`src/rtl/hp_pkg.sv`:
```
// Shared types and register map for the host-programmer (passive-serial) core.
package hp_pkg;

  typedef enum logic [2:0] {
    ST_IDLE     = 3'd0,
    ST_NCFG_LOW = 3'd1,
    ST_WAIT_NST = 3'd2,
    ST_LOAD     = 3'd3,
    ST_INIT     = 3'd4,
    ST_DONE     = 3'd5,
    ST_ERROR    = 3'd6
  } hp_state_t;

  localparam logic [1:0] REG_CTRL   = 2'd0;
  localparam logic [1:0] REG_STATUS = 2'd1;
  localparam logic [1:0] REG_DATA   = 2'd2;

  localparam int unsigned CTRL_START    = 0;
  localparam int unsigned CTRL_ABORT    = 1;
  localparam int unsigned CTRL_MSEL_LSB = 4;

  localparam int unsigned STAT_BUSY      = 0;
  localparam int unsigned STAT_DONE      = 1;
  localparam int unsigned STAT_ERROR     = 2;
  localparam int unsigned STAT_FULL      = 3;
  localparam int unsigned STAT_EMPTY     = 4;
  localparam int unsigned STAT_OVERFLOW  = 5;
  localparam int unsigned STAT_STATE_LSB = 8;

endpackage

```
`src/rtl/hp_fifo.sv`:
```
// Synchronous byte FIFO with flush; show-ahead read data, registered flags.
module hp_fifo #(
  parameter int unsigned DEPTH = 16
) (
  input  logic                       clk,
  input  logic                       rst,
  input  logic                       flush,
  input  logic                       push,
  input  logic [7:0]                 wdata,
  input  logic                       pop,
  output logic [7:0]                 rdata_c,
  output logic                       full,
  output logic                       empty,
  output logic [$clog2(DEPTH):0]     level
);

  localparam int unsigned AW = $clog2(DEPTH);
  localparam int unsigned LW = AW + 1;

  logic [7:0]    mem [DEPTH];
  logic [AW-1:0] wr_ptr, rd_ptr;
  logic [LW-1:0] level_d;
  logic          do_push, do_pop;

  assign do_push = push && !full;
  assign do_pop  = pop && !empty;
  assign rdata_c = mem[rd_ptr];

  always_comb begin
    level_d = level;
    if (flush)                 level_d = '0;
    else if (do_push && !do_pop) level_d = level + LW'(1);
    else if (do_pop && !do_push) level_d = level - LW'(1);
  end

  always_ff @(posedge clk) begin
    if (do_push) mem[wr_ptr] <= wdata;
  end

  always_ff @(posedge clk or posedge rst) begin
    if (rst) begin
      wr_ptr <= '0;
      rd_ptr <= '0;
      level  <= '0;
      full   <= 1'b0;
      empty  <= 1'b1;
    end else begin
      if (flush) begin
        wr_ptr <= '0;
        rd_ptr <= '0;
      end else begin
        if (do_push) wr_ptr <= wr_ptr + AW'(1);
        if (do_pop)  rd_ptr <= rd_ptr + AW'(1);
      end
      level <= level_d;
      full  <= (level_d == LW'(DEPTH));
      empty <= (level_d == '0);
    end
  end

endmodule

```
`src/rtl/hp_top.sv`:
```
// Host-programmer core: register bus in, Altera passive-serial configuration out.
// Define HP_MSB_FIRST_EN to shift each byte MSB-first instead of LSB-first.
module hp_top
  import hp_pkg::*;
#(
  parameter int unsigned CLK_DIV         = 2,
  parameter int unsigned NCFG_LOW_CYCLES = 100,
  parameter int unsigned NSTATUS_TIMEOUT = 100000,
  parameter int unsigned INIT_CLKS       = 64,
  parameter int unsigned FIFO_DEPTH      = 16
) (
  input  logic        sysclk,
  input  logic        rst,
  input  logic [1:0]  bus_addr,
  input  logic        bus_wr,
  input  logic [31:0] bus_wdata,
  input  logic        bus_rd,
  output logic [31:0] bus_rdata,
  output logic        n_config,
  input  logic        n_status,
  input  logic        conf_done,
  output logic        dclk,
  output logic        data,
  output logic [3:0]  msel
);

  localparam int unsigned CW = 32;
  localparam int unsigned DW = 16;
  localparam int unsigned IW = 16;
  localparam int unsigned LW = $clog2(FIFO_DEPTH) + 1;

  hp_state_t     state, state_d;
  logic [CW-1:0] cnt, cnt_d;
  logic [DW-1:0] div_cnt, div_d;
  logic [IW-1:0] init_cnt, init_d;
  logic [2:0]    bit_cnt, bit_d;
  logic          have_byte, byte_d;
  logic [7:0]    shreg, shreg_d;
  logic          ncfg_d, dclk_d, data_d;
  logic          done_f, done_d, err_f, err_d, ovf_f, ovf_d;
  logic          nst_meta, nst_s, cd_meta, cd_s;
  logic          wr_ctrl, wr_data, start, abort, busy, div_hit, nst_lost;
  logic          fifo_pop, fifo_full, fifo_empty;
  logic [7:0]    fifo_rdata;
  logic [LW-1:0] fifo_level;
  logic          load_bit, next_bit;
  logic [7:0]    load_rest, next_rest;
  logic [31:0]   rd_mux;
  logic          unused_bits;

  assign wr_ctrl  = bus_wr && (bus_addr == REG_CTRL);
  assign wr_data  = bus_wr && (bus_addr == REG_DATA);
  assign start    = wr_ctrl && bus_wdata[CTRL_START];
  assign abort    = wr_ctrl && bus_wdata[CTRL_ABORT];
  assign busy     = (state == ST_NCFG_LOW) || (state == ST_WAIT_NST) ||
                    (state == ST_LOAD) || (state == ST_INIT);
  assign div_hit  = (div_cnt == DW'(CLK_DIV - 1));
  assign nst_lost = !nst_s && ((state == ST_LOAD) || (state == ST_INIT));
  assign unused_bits = ^{bus_wdata[31:8], bus_wdata[3:2], fifo_level};

`ifdef HP_MSB_FIRST_EN
  assign load_bit  = fifo_rdata[7];
  assign load_rest = {fifo_rdata[6:0], 1'b0};
  assign next_bit  = shreg[7];
  assign next_rest = {shreg[6:0], 1'b0};
`else
  assign load_bit  = fifo_rdata[0];
  assign load_rest = {1'b0, fifo_rdata[7:1]};
  assign next_bit  = shreg[0];
  assign next_rest = {1'b0, shreg[7:1]};
`endif

  hp_fifo #(.DEPTH(FIFO_DEPTH)) u_fifo (
    .clk     (sysclk),
    .rst     (rst),
    .flush   (abort),
    .push    (wr_data),
    .wdata   (bus_wdata[7:0]),
    .pop     (fifo_pop),
    .rdata_c (fifo_rdata),
    .full    (fifo_full),
    .empty   (fifo_empty),
    .level   (fifo_level)
  );

  // Next-state and next-output logic for the configuration sequencer.
  always_comb begin
    state_d  = state;
    cnt_d    = cnt;
    div_d    = div_cnt;
    init_d   = init_cnt;
    bit_d    = bit_cnt;
    byte_d   = have_byte;
    shreg_d  = shreg;
    ncfg_d   = n_config;
    dclk_d   = dclk;
    data_d   = data;
    done_d   = done_f;
    err_d    = err_f;
    ovf_d    = ovf_f;
    fifo_pop = 1'b0;

    if (wr_data && fifo_full) ovf_d = 1'b1;

    unique case (state)
      ST_IDLE, ST_DONE, ST_ERROR: begin
        if (start) begin
          state_d = ST_NCFG_LOW;
          ncfg_d  = 1'b0;
          cnt_d   = '0;
          done_d  = 1'b0;
          err_d   = 1'b0;
          ovf_d   = 1'b0;
        end
      end
      ST_NCFG_LOW: begin
        if (cnt == CW'(NCFG_LOW_CYCLES - 1)) begin
          state_d = ST_WAIT_NST;
          ncfg_d  = 1'b1;
          cnt_d   = '0;
        end else begin
          cnt_d = cnt + CW'(1);
        end
      end
      ST_WAIT_NST: begin
        if (nst_s) begin
          state_d = ST_LOAD;
          byte_d  = 1'b0;
          dclk_d  = 1'b0;
          div_d   = '0;
        end else if (cnt == CW'(NSTATUS_TIMEOUT - 1)) begin
          state_d = ST_ERROR;
          err_d   = 1'b1;
        end else begin
          cnt_d = cnt + CW'(1);
        end
      end
      ST_LOAD: begin
        // Byte boundary: dclk is low here; conf_done wins over fetching more data.
        if (!have_byte) begin
          if (cd_s) begin
            state_d = ST_INIT;
            data_d  = 1'b0;
            div_d   = '0;
            init_d  = '0;
          end else if (!fifo_empty) begin
            fifo_pop = 1'b1;
            data_d   = load_bit;
            shreg_d  = load_rest;
            bit_d    = '0;
            byte_d   = 1'b1;
            div_d    = '0;
          end
        end else if (div_hit) begin
          div_d  = '0;
          dclk_d = !dclk;
          if (dclk) begin
            if (bit_cnt == 3'd7) begin
              byte_d = 1'b0;
            end else begin
              bit_d   = bit_cnt + 3'd1;
              data_d  = next_bit;
              shreg_d = next_rest;
            end
          end
        end else begin
          div_d = div_cnt + DW'(1);
        end
      end
      ST_INIT: begin
        if (div_hit) begin
          div_d  = '0;
          dclk_d = !dclk;
          if (dclk) begin
            if (init_cnt == IW'(INIT_CLKS - 1)) begin
              state_d = ST_DONE;
              done_d  = 1'b1;
            end else begin
              init_d = init_cnt + IW'(1);
            end
          end
        end else begin
          div_d = div_cnt + DW'(1);
        end
      end
      default: state_d = ST_IDLE;
    endcase

    if (nst_lost) begin
      state_d  = ST_ERROR;
      err_d    = 1'b1;
      done_d   = done_f;
      ncfg_d   = 1'b1;
      dclk_d   = 1'b0;
      data_d   = 1'b0;
      byte_d   = 1'b0;
      fifo_pop = 1'b0;
    end

    if (abort) begin
      state_d  = ST_IDLE;
      ncfg_d   = 1'b1;
      dclk_d   = 1'b0;
      data_d   = 1'b0;
      byte_d   = 1'b0;
      fifo_pop = 1'b0;
    end
  end

  always_comb begin
    rd_mux = '0;
    unique case (bus_addr)
      REG_CTRL:   rd_mux[CTRL_MSEL_LSB +: 4] = msel;
      REG_STATUS: begin
        rd_mux[STAT_BUSY]              = busy;
        rd_mux[STAT_DONE]              = done_f;
        rd_mux[STAT_ERROR]             = err_f;
        rd_mux[STAT_FULL]              = fifo_full;
        rd_mux[STAT_EMPTY]             = fifo_empty;
        rd_mux[STAT_OVERFLOW]          = ovf_f;
        rd_mux[STAT_STATE_LSB +: 4]    = 4'(state);
      end
      default:    rd_mux = '0;
    endcase
  end

  always_ff @(posedge sysclk or posedge rst) begin
    if (rst) begin
      state     <= ST_IDLE;
      cnt       <= '0;
      div_cnt   <= '0;
      init_cnt  <= '0;
      bit_cnt   <= '0;
      have_byte <= 1'b0;
      shreg     <= '0;
      done_f    <= 1'b0;
      err_f     <= 1'b0;
      ovf_f     <= 1'b0;
      nst_meta  <= 1'b0;
      nst_s     <= 1'b0;
      cd_meta   <= 1'b0;
      cd_s      <= 1'b0;
      n_config  <= 1'b1;
      dclk      <= 1'b0;
      data      <= 1'b0;
      msel      <= '0;
      bus_rdata <= '0;
    end else begin
      state     <= state_d;
      cnt       <= cnt_d;
      div_cnt   <= div_d;
      init_cnt  <= init_d;
      bit_cnt   <= bit_d;
      have_byte <= byte_d;
      shreg     <= shreg_d;
      done_f    <= done_d;
      err_f     <= err_d;
      ovf_f     <= ovf_d;
      nst_meta  <= n_status;
      nst_s     <= nst_meta;
      cd_meta   <= conf_done;
      cd_s      <= cd_meta;
      n_config  <= ncfg_d;
      dclk      <= dclk_d;
      data      <= data_d;
      if (wr_ctrl) msel <= bus_wdata[CTRL_MSEL_LSB +: 4];
      if (bus_rd)  bus_rdata <= rd_mux;
    end
  end

endmodule

```
`config.mk`:
```
export PLATFORM = sky130hd
export DESIGN_NAME = hp_top
export DESIGN_NICKNAME = d
export VERILOG_FILES = /design/src/rtl/hp_pkg.sv /design/src/rtl/hp_fifo.sv /design/src/rtl/hp_top.sv
export SDC_FILE = /design/constraint.sdc
export NUM_CORES = 1
export LEC_CHECK = 0
export CAP_MARGIN = 40
export CELL_PAD_IN_SITES_DETAIL_PLACEMENT = 0
export CELL_PAD_IN_SITES_GLOBAL_PLACEMENT = 1
export CORE_ASPECT_RATIO = 1.75
export CORE_MARGIN = 2
export CORE_UTILIZATION = 44
export CTS_CLUSTER_DIAMETER = 60
export DETAILED_ROUTE_END_ITERATION = 8
export PLACE_DENSITY = 0.72
export SLEW_MARGIN = 30
export SYNTH_ARGS = -nofsm -noshare
export SYNTH_HDL_FRONTEND = slang
export SYNTH_SLANG_ARGS = --single-unit
export TNS_END_PERCENT = 100
```
`constraint.sdc`:
```
create_clock -name sysclk -period 3.55 [get_ports sysclk]
set_input_delay 0.71 -clock sysclk [delete_from_list [all_inputs] [get_ports sysclk]]
set_output_delay 0.71 -clock sysclk [all_outputs]
set_load 0.1 [all_outputs]
```
==> summary.md <==
| Metric | Value |
|---|---|
| Leakage | `4.86 nW` |
| Combinational power share | `29.7%` |
| Met1 WL | `9.65 mm` |
| Multi-input gate area | `0.00423 mm^2` |
| DR top layer | `met4` |
| # hold bufs at CTS | `0` |
| Ys async rst share | `48.0%` |
| CTS tree | `done` |
| CTS max path bufs | `3` |
| # clock sinks | `246` |
| Largest family of logic cells by synthesized area | `simple AND/OR/NAND/NOR gates` |
| Clock transition at path regs | `0.07 ns` |
| Max Cap Viol | `0` |
| Row count | `78` |
| Total CTS buffers | `23` |
| Initial DRC Count | `384` |
| PortBufs | `33` |
| Tot Pwr | `8.45 mW` |
| DRC errors left | `0` |
| WL met2 | `14.5 mm` |
| Pin count of the biggest net entering global routing | `119` |
| Vias per cell | `5.58` |
| Hold slack | `0.355 ns` |
| H-tree Lvls | `1` |
| CP max FO | `14` |
| Flop pwr share | `41.8%` |
| # resized after CTS | `0` |
| Crit path DAT | `3.44 ns` |
| #FFs+latches synth | `246` |
| Avg WL per Cell | `19.8 um` |
| Sw power | `2.86 mW` |
| Cells after synthesis | `904` |
| Setup WS post-layout | `0.543 ns` |
| Syn-to-layout area delta | `14.8%` |
| Total gr overflow | `0` |
| Fin. max-slew vios | `0` |
| Synthesized-area fraction occupied by and/or/nand/nor cells | `14.5%` |
| Slew @ Worst Pin | `0.769 ns` |
| Status | `finished clean` |
| Mapped cell area | `0.0114 mm^2` |
| Critical path type | `in2reg` |
| Crit path time final | `3.01 ns` |
| Layout cells sized above 1 | `17.0%` |
| Final Util | `50.9%` |
| Starting Density | `44.3%` |
| Register area | `0.00680 mm^2` |
| Netlist cell types | `68` |
| Total core area | `0.0258 mm^2` |
| Synth Area in Compound Gates | `7.57%` |
| Worst vdd ir | `417 uV` |
| Full die area | `0.0273 mm^2` |
| Clk Latency, worst-skew pair | `0.51 ns` |
| Number of global-route vias before repair | `7,462` |
| PD cells | `644 mW/mm^2` |
| Post-Synth Adder-Cell Area | `1.51%` |
| IO Pins | `79` |
| Worst min path class | `reg2reg` |
| Met3 Wirelength | `724 um` |
| Yosys top cell area share | `33.6%` |
| Count of final hold-check violations | `0` |
| Die H | `217 um` |
| Remaining antenna violation count | `0` |
| Via count | `7,306` |
| Setup_tns | `0 ns` |
| Worst setup SP type | `input port` |
| Final setup viols | `0` |
| GPL Wtd Cong | `0.782` |
| Fin crit share | `84.7%` |
| RSZ-0062 raised after global routing | `false` |
| Slew HR | `48.6%` |
| Crit path capture type | `register` |
| Initial antenna violation count | `0` |
| GRT Util Overall | `19.2%` |
| Skew final | `0.00969 ns` |
| Warnings, synthesis | `0` |
| WL final | `26.0 mm` |
| DRT Pass-1 Iters | `4` |
| Nets@finish | `1,025` |
| Peak Freq | `0.333 GHz` |
| Mux contribution to synthesized area | `9.28%` |
| Synth area leader | `edfxtp_1` |
| R2r setup slk | `0.67 ns` |
| Top-count cell post-synth | `edfxtp_1` |
| Setup bufs post-CTS | `0` |
| Root Driver | `clkbuf_16` |
| Clk pwr share | `28.4%` |
| Post-synth top flop | `edfxtp_1` |
| Post-synthesis xor/xnor area fraction | `3.22%` |
| Post-detail-place hpwl | `18.6 mm` |
| Post-synth top cells | `edfxtp_1, dfrtp_1, nor2_1` |
| First-pass GRT wire length | `41.5 mm` |
| Largest cells by area after synthesis | `edfxtp_1, dfrtp_1, mux4_2` |
| Placement Setup Slack | `0.0212 ns` |
| CP required | `3.98 ns` |
| Sw Share | `33.8%` |
| # diodes | `0` |
| Die width | `126 um` |
| Fill cell count | `2,234` |
| Mean post-synth cell area | `12.6 um^2` |
| EDFF count, synth | `128` |
| P_int | `5.59 mW` |
| Sequential area share after synthesis | `59.5%` |
[final cells by class]
type / count / share of cell area, %
clock buffers: 27 / 4.50
clock inverters: 15 / 1.04
inverters: 36 / 1.06
multi-input cells: 573 / 32.2
flip-flops and latches: 246 / 51.9
well taps: 320 / 3.05
repair buffers: 92 / 6.24
[placed cells by master (no fill, tap or decap), drive strengths merged, types with 30 or more instances in the layout]
cell type  count
mux4          40
xnor2         32
nand3         30
buf           69
nor2          74
dfrtp        116
nand2         48
a21oi         38
edfxtp       128
o21ai         31
inv           36
[power by group through the flow]
stage / clock network, mW / registers, mW / logic, mW
finish: 2.40 / 3.53 / 2.51
CTS: 2.47 / 3.53 / 2.54
global placement: 0 / 3.59 / 2.46
floorplan: 0 / 3.67 / 1.67
detailed placement: 0 / 3.59 / 2.53
global route: 2.58 / 3.57 / 2.73
[cell families (layout without fill, tap and decap cells)]
kind of cell / Yosys count / in the layout
AO/OA/AOI/OAI: 134 / 134
AND/OR/NAND/NOR: 307 / 307
buffers and inverters: 105 / 170
XOR/XNOR: 42 / 42
other: 1 / 21
adder cells (fa/ha/maj): 14 / 14
flip-flops: 246 / 246
multiplexers: 55 / 55
[registers in the layout, indices dropped and copies added, names as in the netlist, 3 cells and up]
signal         count
cnt               32
init_cnt          16
shreg              7
bit_cnt            3
state              3
u_fifo.level       5
u_fifo.mem       128
u_fifo.wr_ptr      4
div_cnt           16
msel               4
u_fifo.rd_ptr      4
bus_rdata         11
[final timing paths]
check	cells after the start	end	start
worst max-delay path	8	cnt[12]$_DFFE_PP0P_	bus_wr
worst min-delay path	0	nst_s$_DFF_PP0_	nst_meta$_DFF_PP0_
worst max register to register	7	state[2]$_DFFE_PP0P_	cnt[19]$_DFFE_PP0P_
worst min register to register	0	nst_s$_DFF_PP0_	nst_meta$_DFF_PP0_
max in group asynchronous	3	u_fifo.rd_ptr[0]$_DFFE_PP0P_	rst
min in group asynchronous	3	cnt[7]$_DFFE_PP0P_	rst
[critical path, cell delays in order]
cell and delay, ns:
clkdlybuf4s50_1 0.47, or3b_1 0.45, o31ai_4 0.25, o311ai_2 0.17, or4b_4 0.69, buf_4 0.21
or3_1 0.34, a21oi_1 0.15
[routing by layer]
layer	track usage, %	up-vias
met3	2.38	57
li1	-	3487
met1	21.4	3639
met4	7.84	0
met5	0	-
met2	36.8	123
[per-stage QoR]
step	area, um^2	instances
after floorplan	11500	924
after global routing	13100	1309
after CTS	13100	1308
final	13100	1309
after detailed placement	12400	1266
after global placement	12300	1258
Power figures use the tool's default switching activity.
